==> config.mk <==
export PLATFORM = sky130hd
export DESIGN_NAME = ahb_output_arbiter_rr
export DESIGN_NICKNAME = d
export VERILOG_FILES = /design/src/rtl/ahb_bm_pkg.sv /design/src/rtl/ahb_arb_burst_ctrl.sv /design/src/rtl/ahb_output_arbiter_rr.sv
export SDC_FILE = /design/constraint.sdc
export NUM_CORES = 1
export LEC_CHECK = 0
export CAP_MARGIN = 20
export CORE_UTILIZATION = 40
export CTS_CLUSTER_DIAMETER = 50
export DETAILED_ROUTE_END_ITERATION = 8
export PLACE_DENSITY = 0.72
export SETUP_SLACK_MARGIN = 0.02
export SYNTH_ARGS = -nofsm -noshare
export SYNTH_HDL_FRONTEND = slang
export SYNTH_SLANG_ARGS = --single-unit
==> constraint.sdc <==
create_clock -name HCLK -period 5.65 [get_ports HCLK]
set_clock_uncertainty 0.05 [all_clocks]
set_input_delay 1.13 -clock HCLK [delete_from_list [all_inputs] [get_ports HCLK]]
set_output_delay 1.13 -clock HCLK [all_outputs]
set_load 0.01 [all_outputs]
==> src/rtl/ahb_bm_pkg.sv <==
// Shared AHB bus-matrix definitions: transfer/burst encodings, burst length constants
// and a small index helper used by the output-stage arbiters.
package ahb_bm_pkg;

    typedef enum logic [1:0] {
        TRN_IDLE   = 2'b00,
        TRN_BUSY   = 2'b01,
        TRN_NONSEQ = 2'b10,
        TRN_SEQ    = 2'b11
    } htrans_e;

    typedef enum logic [2:0] {
        BUR_SINGLE = 3'd0,
        BUR_INCR   = 3'd1,
        BUR_WRAP4  = 3'd2,
        BUR_INCR4  = 3'd3,
        BUR_WRAP8  = 3'd4,
        BUR_INCR8  = 3'd5,
        BUR_WRAP16 = 3'd6,
        BUR_INCR16 = 3'd7
    } hburst_e;

    // Beats still to come after the NONSEQ and the first SEQ of a fixed-length burst.
    localparam logic [3:0] REMAIN_16 = 4'd14;
    localparam logic [3:0] REMAIN_8  = 4'd6;
    localparam logic [3:0] REMAIN_4  = 4'd2;

    function automatic logic [3:0] incr_remain(input int beats);
        return (beats >= 2) ? 4'(beats - 2) : 4'd0;
    endfunction

    function automatic int wrap_inc(input int cur, input int n);
        return (cur + 1 >= n) ? 0 : cur + 1;
    endfunction

endpackage

==> src/rtl/ahb_arb_burst_ctrl.sv <==
// Burst tracking for one output arbiter: counts the remaining beats of the granted
// burst and limits how often early-terminated INCR bursts may hold arbitration.
module ahb_arb_burst_ctrl
    import ahb_bm_pkg::*;
#(
    parameter int INCR_HOLD_BEATS = 4,
    parameter int EARLY_INCR_MAX  = 1
) (
    input  logic       HCLK,
    input  logic       HRESETn,
    input  logic       HREADYM,
    input  logic       HSELM,
    input  logic [1:0] HTRANSM,
    input  logic [2:0] HBURSTM,
    output logic       next_hold
);

    localparam logic [3:0] INCR_REMAIN = incr_remain(INCR_HOLD_BEATS);
    localparam logic       INCR_HOLD   = (INCR_HOLD_BEATS > 1);
    localparam logic [1:0] EARLY_LIMIT = 2'(EARLY_INCR_MAX);

    logic [3:0] burst_remain;
    logic [3:0] next_remain;
    logic       burst_hold;
    logic [1:0] early_cnt;
    logic [1:0] next_early;

    always_comb begin
        next_remain = burst_remain;
        next_hold   = burst_hold;
        if (!HSELM) begin
            next_remain = 4'd0;
            next_hold   = 1'b0;
        end else begin
            case (htrans_e'(HTRANSM))
                TRN_NONSEQ: begin
                    case (hburst_e'(HBURSTM))
                        BUR_INCR16, BUR_WRAP16: begin
                            next_remain = REMAIN_16;
                            next_hold   = 1'b1;
                        end
                        BUR_INCR8, BUR_WRAP8: begin
                            next_remain = REMAIN_8;
                            next_hold   = 1'b1;
                        end
                        BUR_INCR4, BUR_WRAP4: begin
                            next_remain = REMAIN_4;
                            next_hold   = 1'b1;
                        end
                        // Too many back-to-back early-terminated INCRs: let others in.
                        BUR_INCR: begin
                            if (early_cnt == EARLY_LIMIT) begin
                                next_remain = 4'd0;
                                next_hold   = 1'b0;
                            end else begin
                                next_remain = INCR_REMAIN;
                                next_hold   = INCR_HOLD;
                            end
                        end
                        default: begin
                            next_remain = 4'd0;
                            next_hold   = 1'b0;
                        end
                    endcase
                end
                TRN_SEQ: begin
                    if (burst_remain == 4'd0) begin
                        next_remain = 4'd0;
                        next_hold   = 1'b0;
                    end else begin
                        next_remain = burst_remain - 4'd1;
                    end
                end
                TRN_BUSY: begin
                    next_remain = burst_remain;
                    next_hold   = burst_hold;
                end
                default: begin
                    next_remain = 4'd0;
                    next_hold   = 1'b0;
                end
            endcase
        end
    end

    // A NONSEQ arriving while a burst is still held means that burst ended early.
    always_comb begin
        next_early = early_cnt;
        if (!next_hold) begin
            next_early = 2'd0;
        end else if (burst_hold && (htrans_e'(HTRANSM) == TRN_NONSEQ)) begin
            next_early = (early_cnt == 2'd3) ? 2'd3 : early_cnt + 2'd1;
        end
    end

    always_ff @(posedge HCLK or negedge HRESETn) begin
        if (!HRESETn) begin
            burst_remain <= 4'd0;
            burst_hold   <= 1'b0;
            early_cnt    <= 2'd0;
        end else if (HREADYM) begin
            burst_remain <= next_remain;
            burst_hold   <= next_hold;
            early_cnt    <= next_early;
        end
    end

endmodule

==> src/rtl/ahb_output_arbiter_rr.sv <==
// Output-stage arbiter for one shared slave port: round-robin over NUM_PORTS input stages,
// holding the grant for locks and bursts. Define AHB_ARB_FIXED_PRIO_EN for lowest-index-wins.
module ahb_output_arbiter_rr
    import ahb_bm_pkg::*;
#(
    parameter  int NUM_PORTS       = 4,
    parameter  int INCR_HOLD_BEATS = 4,
    parameter  int EARLY_INCR_MAX  = 1,
    localparam int PORT_W          = (NUM_PORTS > 1) ? $clog2(NUM_PORTS) : 1
) (
    input  logic                 HCLK,
    input  logic                 HRESETn,
    input  logic [NUM_PORTS-1:0] req_port,
    input  logic                 HREADYM,
    input  logic                 HSELM,
    input  logic [1:0]           HTRANSM,
    input  logic [2:0]           HBURSTM,
    input  logic                 HMASTLOCKM,
    output logic [PORT_W-1:0]    addr_in_port,
    output logic                 no_port
);

    logic              next_hold;
    logic [PORT_W-1:0] next_addr;
    logic              next_no_port;
    logic              found;
    logic [PORT_W-1:0] hit_idx;
    logic [PORT_W-1:0] idx_w;
    int                start;
    int                idx;

    ahb_arb_burst_ctrl #(
        .INCR_HOLD_BEATS (INCR_HOLD_BEATS),
        .EARLY_INCR_MAX  (EARLY_INCR_MAX)
    ) u_burst_ctrl (
        .HCLK      (HCLK),
        .HRESETn   (HRESETn),
        .HREADYM   (HREADYM),
        .HSELM     (HSELM),
        .HTRANSM   (HTRANSM),
        .HBURSTM   (HBURSTM),
        .next_hold (next_hold)
    );

    // Scan every port once in priority order; the index wraps explicitly so a
    // non-power-of-two port count can never yield an out-of-range grant.
    always_comb begin
        found   = 1'b0;
        hit_idx = addr_in_port;
        idx_w   = '0;
        idx     = 0;
`ifdef AHB_ARB_FIXED_PRIO_EN
        start   = 0;
`else
        start   = wrap_inc(int'(addr_in_port), NUM_PORTS);
`endif
        for (int i = 0; i < NUM_PORTS; i++) begin
            idx = start + i;
            if (idx >= NUM_PORTS) begin
                idx = idx - NUM_PORTS;
            end
            idx_w = PORT_W'(idx);
            if (!found && req_port[idx_w]) begin
                found   = 1'b1;
                hit_idx = idx_w;
            end
        end
    end

    always_comb begin
        next_addr    = addr_in_port;
        next_no_port = no_port;
        if (HMASTLOCKM || next_hold) begin
            next_no_port = 1'b0;
        end else if (found) begin
            next_addr    = hit_idx;
            next_no_port = 1'b0;
        end else if (no_port || !HSELM) begin
            next_no_port = 1'b1;
        end else begin
            next_no_port = 1'b0;
        end
    end

    always_ff @(posedge HCLK or negedge HRESETn) begin
        if (!HRESETn) begin
            addr_in_port <= '0;
            no_port      <= 1'b1;
        end else if (HREADYM) begin
            addr_in_port <= next_addr;
            no_port      <= next_no_port;
        end
    end

endmodule
Word-level counts from Yosys, hierarchy flattened:

Cells that the tools add are included.

* reductions and logical operators: 19
* muxes and demuxes: 37
* magnitude comparators: 9
* add/subtract/negate cells: 10
* eq/ne operators: 14
* bitwise operators: 1

Operators with widths (count)
* 32-bit by 4-bit greater-or-equal comparator with 1-bit output (second input constant): 1
* 2-bit two-way mux: 12
* 4-bit case mux with 4 select lines: 1
* 1-bit two-way mux: 14
* 3-bit equality test (second input constant): 4
* 4-bit by 3-bit greater-or-equal comparator with 1-bit output (second input constant): 3
* 2-bit by 3-bit less-than comparator with 1-bit output (second input constant): 4
* 4-bit case mux with 3 select lines: 1
* 3-bit by 2-bit adder with 4-bit output (second input constant): 2
* 1-bit binary-select mux with 2-bit select: 4
* 4-bit two-way mux: 2
* 2-bit by 1-bit subtractor with 2-bit output (second input constant): 4
* 2-bit equality test (second input constant): 3
* 3-bit by 2-bit equality test with 1-bit output (second input constant): 2
* 2-bit OR reduction: 3
* 6-bit OR reduction: 1
* 3-bit by 1-bit adder with 4-bit output (second input constant): 1
* 2-bit by 1-bit equality test with 1-bit output (second input constant): 2
* 1-bit logical AND: 4
* 1-bit zero test: 4
* 4-bit zero test: 1
* 2-bit AND reduction: 2
* 4-bit AND reduction: 1
* 4-bit nonzero test: 1
* 12 further kinds: 13

* logic and storage cells: 95
* output and inout bits: 3
* register bits: 10

Logic depth before layout (Yosys ltp):

* depth in word-level cells: 19
* mapped depth: 7
* gate-level depth less buffers: 7

Cells and area by module:

From an unflattened synthesis, not the netlist that was laid out.

* cell total of the unflattened synthesis: 80
* area, all modules: 725.7 um2

Modules (own cells, without submodules)
* ahb_arb_burst_ctrl: cells an instance 51, seq. area each 175.2 um2, times used 1, area each 490.5 um2
* ahb_output_arbiter_rr: cells an instance 29, seq. area each 76.3 um2, times used 1, area each 235.2 um2

Least setup slack after synthesis:

Ideal clock, no wire load.

* path type: input -> register
* start: in HBURSTM[2]
* end: reg addr_in_port[0]
* data required time: 5472 ps
* data arrival time: 2046 ps
* library setup time: 128 ps
* setup slack: 3427 ps
* cell stages on the path: 4
* cell sequence: a211o_1 -> a31oi_4 -> nand3_2 -> mux2_1

* cells in the longest elaborated chain, start to end: 8
* elaborated cells on any way between the ends: 14
* those cells by class: 7 x eq/ne; 3 x mux; 1 x bitwise; 3 x reduce/logical

RTL lines
* start: declaration: RTL line ahb_output_arbiter_rr.sv:17 `input logic [2:0] HBURSTM,`
* 3-bit equality test or 3-bit by 2-bit equality test with 1-bit output (tied branches): RTL line ahb_arb_burst_ctrl.sv:37 `case (hburst_e'(HBURSTM))`
* 6-bit OR reduction (no source line)
* 1-bit case mux with 2 select lines *: RTL line ahb_arb_burst_ctrl.sv:37
* 1-bit case mux with 3 select lines *: RTL line ahb_arb_burst_ctrl.sv:35 `case (htrans_e'(HTRANSM))`
* 1-bit two-way mux *: RTL line ahb_arb_burst_ctrl.sv:31 `if (!HSELM) begin`
* 1-bit logical OR *: RTL line ahb_output_arbiter_rr.sv:73 `if (HMASTLOCKM || next_hold) begin`
* 1-bit inverter (no source line) *
* 4-bit AND reduction (no source line) *
* end signal: assignment: RTL line ahb_output_arbiter_rr.sv:90 `addr_in_port <= next_addr;`
* end: declaration: RTL line ahb_output_arbiter_rr.sv:19 `output logic [PORT_W-1:0] addr_in_port,`

Every way passes the cells marked *; elsewhere a longest branch is shown, timed or not.
A chain may end at the register's enable or synchronous reset.

Worst setup path after layout:

* start: in HTRANSM[0]
* end: reg addr_in_port[0]

* cells in the longest elaborated chain, start to end: 6
* elaborated cells on any way between the ends: 8
* those cells by class: 3 x eq/ne; 2 x mux; 1 x bitwise; 2 x reduce/logical

RTL lines
* start: declaration: RTL line ahb_output_arbiter_rr.sv:16 `input logic [1:0] HTRANSM,`
* 2-bit by 1-bit equality test with 1-bit output or 2-bit equality test (tied branches): RTL line ahb_arb_burst_ctrl.sv:35
* 1-bit case mux with 3 select lines *: RTL line ahb_arb_burst_ctrl.sv:35
* 1-bit two-way mux *: RTL line ahb_arb_burst_ctrl.sv:31
* 1-bit logical OR *: RTL line ahb_output_arbiter_rr.sv:73
* 1-bit inverter (no source line) *
* 4-bit AND reduction (no source line) *

Marked as above.

==> metrics <==
critical path depth 5; post-synthesis cell count 75; Core Rows 14; Worst Path Buf+Inv 1; Core Box Area 1540 um2; Post-synth top cells dfrtp_1, inv_1, a21oi_1, nor2_1; H-tree depth 1; Final min period 2.61 ns; reg2reg setup slack about 3.8 ns; synthesized cell area 679 um2; layout cells sized above 1 0.0957; total grt overflow 0; Post-DP HPWL 1090 um; slowest stage delay, CP 0.59 ns; cell depth of the worst flop-to-flop path 4; Final ANT Viol Nets 0; nature of the critical path endpoint register; measured slew at the worst slew-check pin 0.436 ns; Seq. cell area 251 um2; RSZ-0062 raised after global routing false; worst r2r dst addr_in_port[1]; Post-CTS Hold Buffers 0; Max IR drop VDD 164 uV; Top Family by Delay on Critical Path buffers and inverters; Hold Path Sink u_burst_ctrl.early_cnt[0]; vias in the first global route between 500 and 600; status finished clean; deepest clock path buffer count 2; Slew HR 0.708; TritonCTS clock tree done; final core occ 0.578; PortBufs 16; post-synthesis sequential area ratio 0.370; DRC viols 0; pwr dens around 300 nW/um2; clk_lat worst skew roughly 0.26 ns; Async S/R FF share, synth 1.00; period utilization 0.461; routed wire length 1360 um; global-route wire length before repair roughly 2200 um; Synth warnings 0; leading cell types by total area after synthesis dfrtp_1, ha_1, a21oi_1; hold path startpoint u_burst_ctrl.early_cnt[0]; WP data arrival roughly 2.7 ns; drt pass-1 iters 4; Worst Hold Depth 1; max-cap violation count 0; Root Driver clkbuf_4; element type at the critical path start input pin; Post-synth EDFFs 0; post-route cell area 891 um2; count leader, synth dfrtp_1; clock sinks 10; WL/cell ~12 um; slowest CP cell clkdlybuf4s50_1; Crit path required time roughly 5.8 ns; Total GRT Usage 0.166; Setup Crit Path Kind input pin to register; leakage power roughly 0.38 nW; largest net degree at the start of global routing 11; Die ar. about 1900 um2; CTS Buf Count 3; Filler cells around 140; FF-to-FF Start addr_in_port[0]; area grow syn2layout 31.1%; Final Hold Vio Count 0; Pwr Total roughly 0.26 mW; Vias per Instance 5.36; Max Fclk 384 MHz; Clk pin slew, worst setup/hold paths about 0.06 ns; Final nets between 100 and 150; #FFs+latches synth 10; Initial Util 0.441; syn avg cell area 9.06 um2; Hold WC Path Type register to register; initial antenna violation count 0; critical path cell sequence clkdlybuf4s50_1 > and2b_2 > a31oi_4 > nand3_2 > mux2_1; initial drt markers 17; crit path max fanout 7; GP Congestion between 0.8 and 0.9; setup TNS 0 ns; post-synth top area cell dfrtp_1; placed cell areas 855 um2; ANT cells 0; Final setup violation count 0; Post-synth top flop dfrtp_1; multi-input logic area 393 um2; setup bufs post-CTS 0; post-synth top area share 0.331; height of the chip 43.2 um; post_cts resized 0; Distinct cells, synth 33; count of pins over their slew limit 0; detailed-route via count 590; IO Pins 17; Net Count, Synth 92; Chip Width 43.2 um
## cell type report
class | count | area share
well taps | 16 | 0.0225
flip-flops and latches | 10 | 0.282
inverters | 8 | 0.0337
repair buffers | 16 | 0.180
multi-input cells | 56 | 0.441
clock buffers | 4 | 0.0407
## worst register-to-register path, cell delays in order, from the launching register on
cell and delay [ns]:
dfrtp_1 0.44, ha_1 0.39, or3_1 0.38, a32o_1 0.25
mux2_1 0.27
## layer usage
metal | share of wire | wire length (um) | global-route usage | vias to the layer above
met3 | 0.044 | 59 | 0.0766 | 2
met4 | 0.0066 | 9 | 0.0545 | 0
met5 | 0 | 0 | 0 | -
li1 | - | - | - | 312
met1 | 0.54 | 729 | 0.243 | 265
met2 | 0.41 | 557 | 0.212 | 11
## cells by family after synthesis
| family | after synthesis | synth area share |
|---|---|---|
| compound gates | 25 | 0.271 |
| fa+ha+maj | 3 | 0.0553 |
| buf+inv | 9 | 0.0516 |
| flops | 10 | 0.370 |
| mux | 4 | 0.0626 |
| simple gates | 24 | 0.190 |
## power by group
group	internal [mW]	switching, mW	total [mW]
combinational	0.0580	0.0485	0.107
clock	0.0391	0.0235	0.0626
sequential	0.0832	0.0119	0.0951
total	0.180	0.0840	0.264
## sequential cells by signal, indices dropped and copies added (netlist names)
register / cells
u_burst_ctrl.early_cnt: 2
u_burst_ctrl.burst_hold: 1
u_burst_ctrl.burst_remain: 4
addr_in_port: 2
no_port: 1
## worst max-delay path by stage
stage	startpoint	to	slack [ns]
after floorplan	HBURSTM[2]	addr_in_port[0]	3.43
after global placement	HTRANSM[0]	addr_in_port[1]	2.81
after detailed placement	HTRANSM[0]	addr_in_port[0]	2.79
after CTS	HTRANSM[0]	addr_in_port[0]	3.06
after global routing	HTRANSM[0]	addr_in_port[0]	3.01
final	HTRANSM[0]	addr_in_port[0]	3.04
## cell usage in the layout, fill, tap and decap left out
cell             count
nand2b_1             1
nand3_2              1
clkdlybuf4s50_1     16
a222oi_1             1
inv_1                8
a22o_1               1
o22ai_1              2
nor2_1               6
nand2_1              5
o21ai_0              5
ha_1                 3
a221o_1              1
a211o_1              1
a21bo_2              1
nand3_1              2
dfrtp_1              9
o221ai_1             1
nor4_1               1
and2b_2              1
a31oi_4              1
a32o_1               1
or3_1                2
clkbuf_4             3
a31oi_1              1
nand3b_1             1
dfstp_2              1
mux2_1               2
nor3b_1              2
nor3_1               1
a21oi_1              6
o31ai_1              1
and3_1               1
mux2i_1              2
clkbuf_8             1
o21a_1               2
## stage by stage
| stage | hold WS (ns) | cells | setup WS (ns) |
|---|---|---|---|
| global route | 0.500 | 110 | 3.01 |
| floorplan | 0.433 | 75 | 3.43 |
| CTS | 0.480 | 110 | 3.06 |
| detailed placement | 0.465 | 106 | 2.79 |
| finish | 0.474 | 110 | 3.04 |
| global placement | 0.457 | 106 | 2.81 |
(Power assumes the default switching activity.)
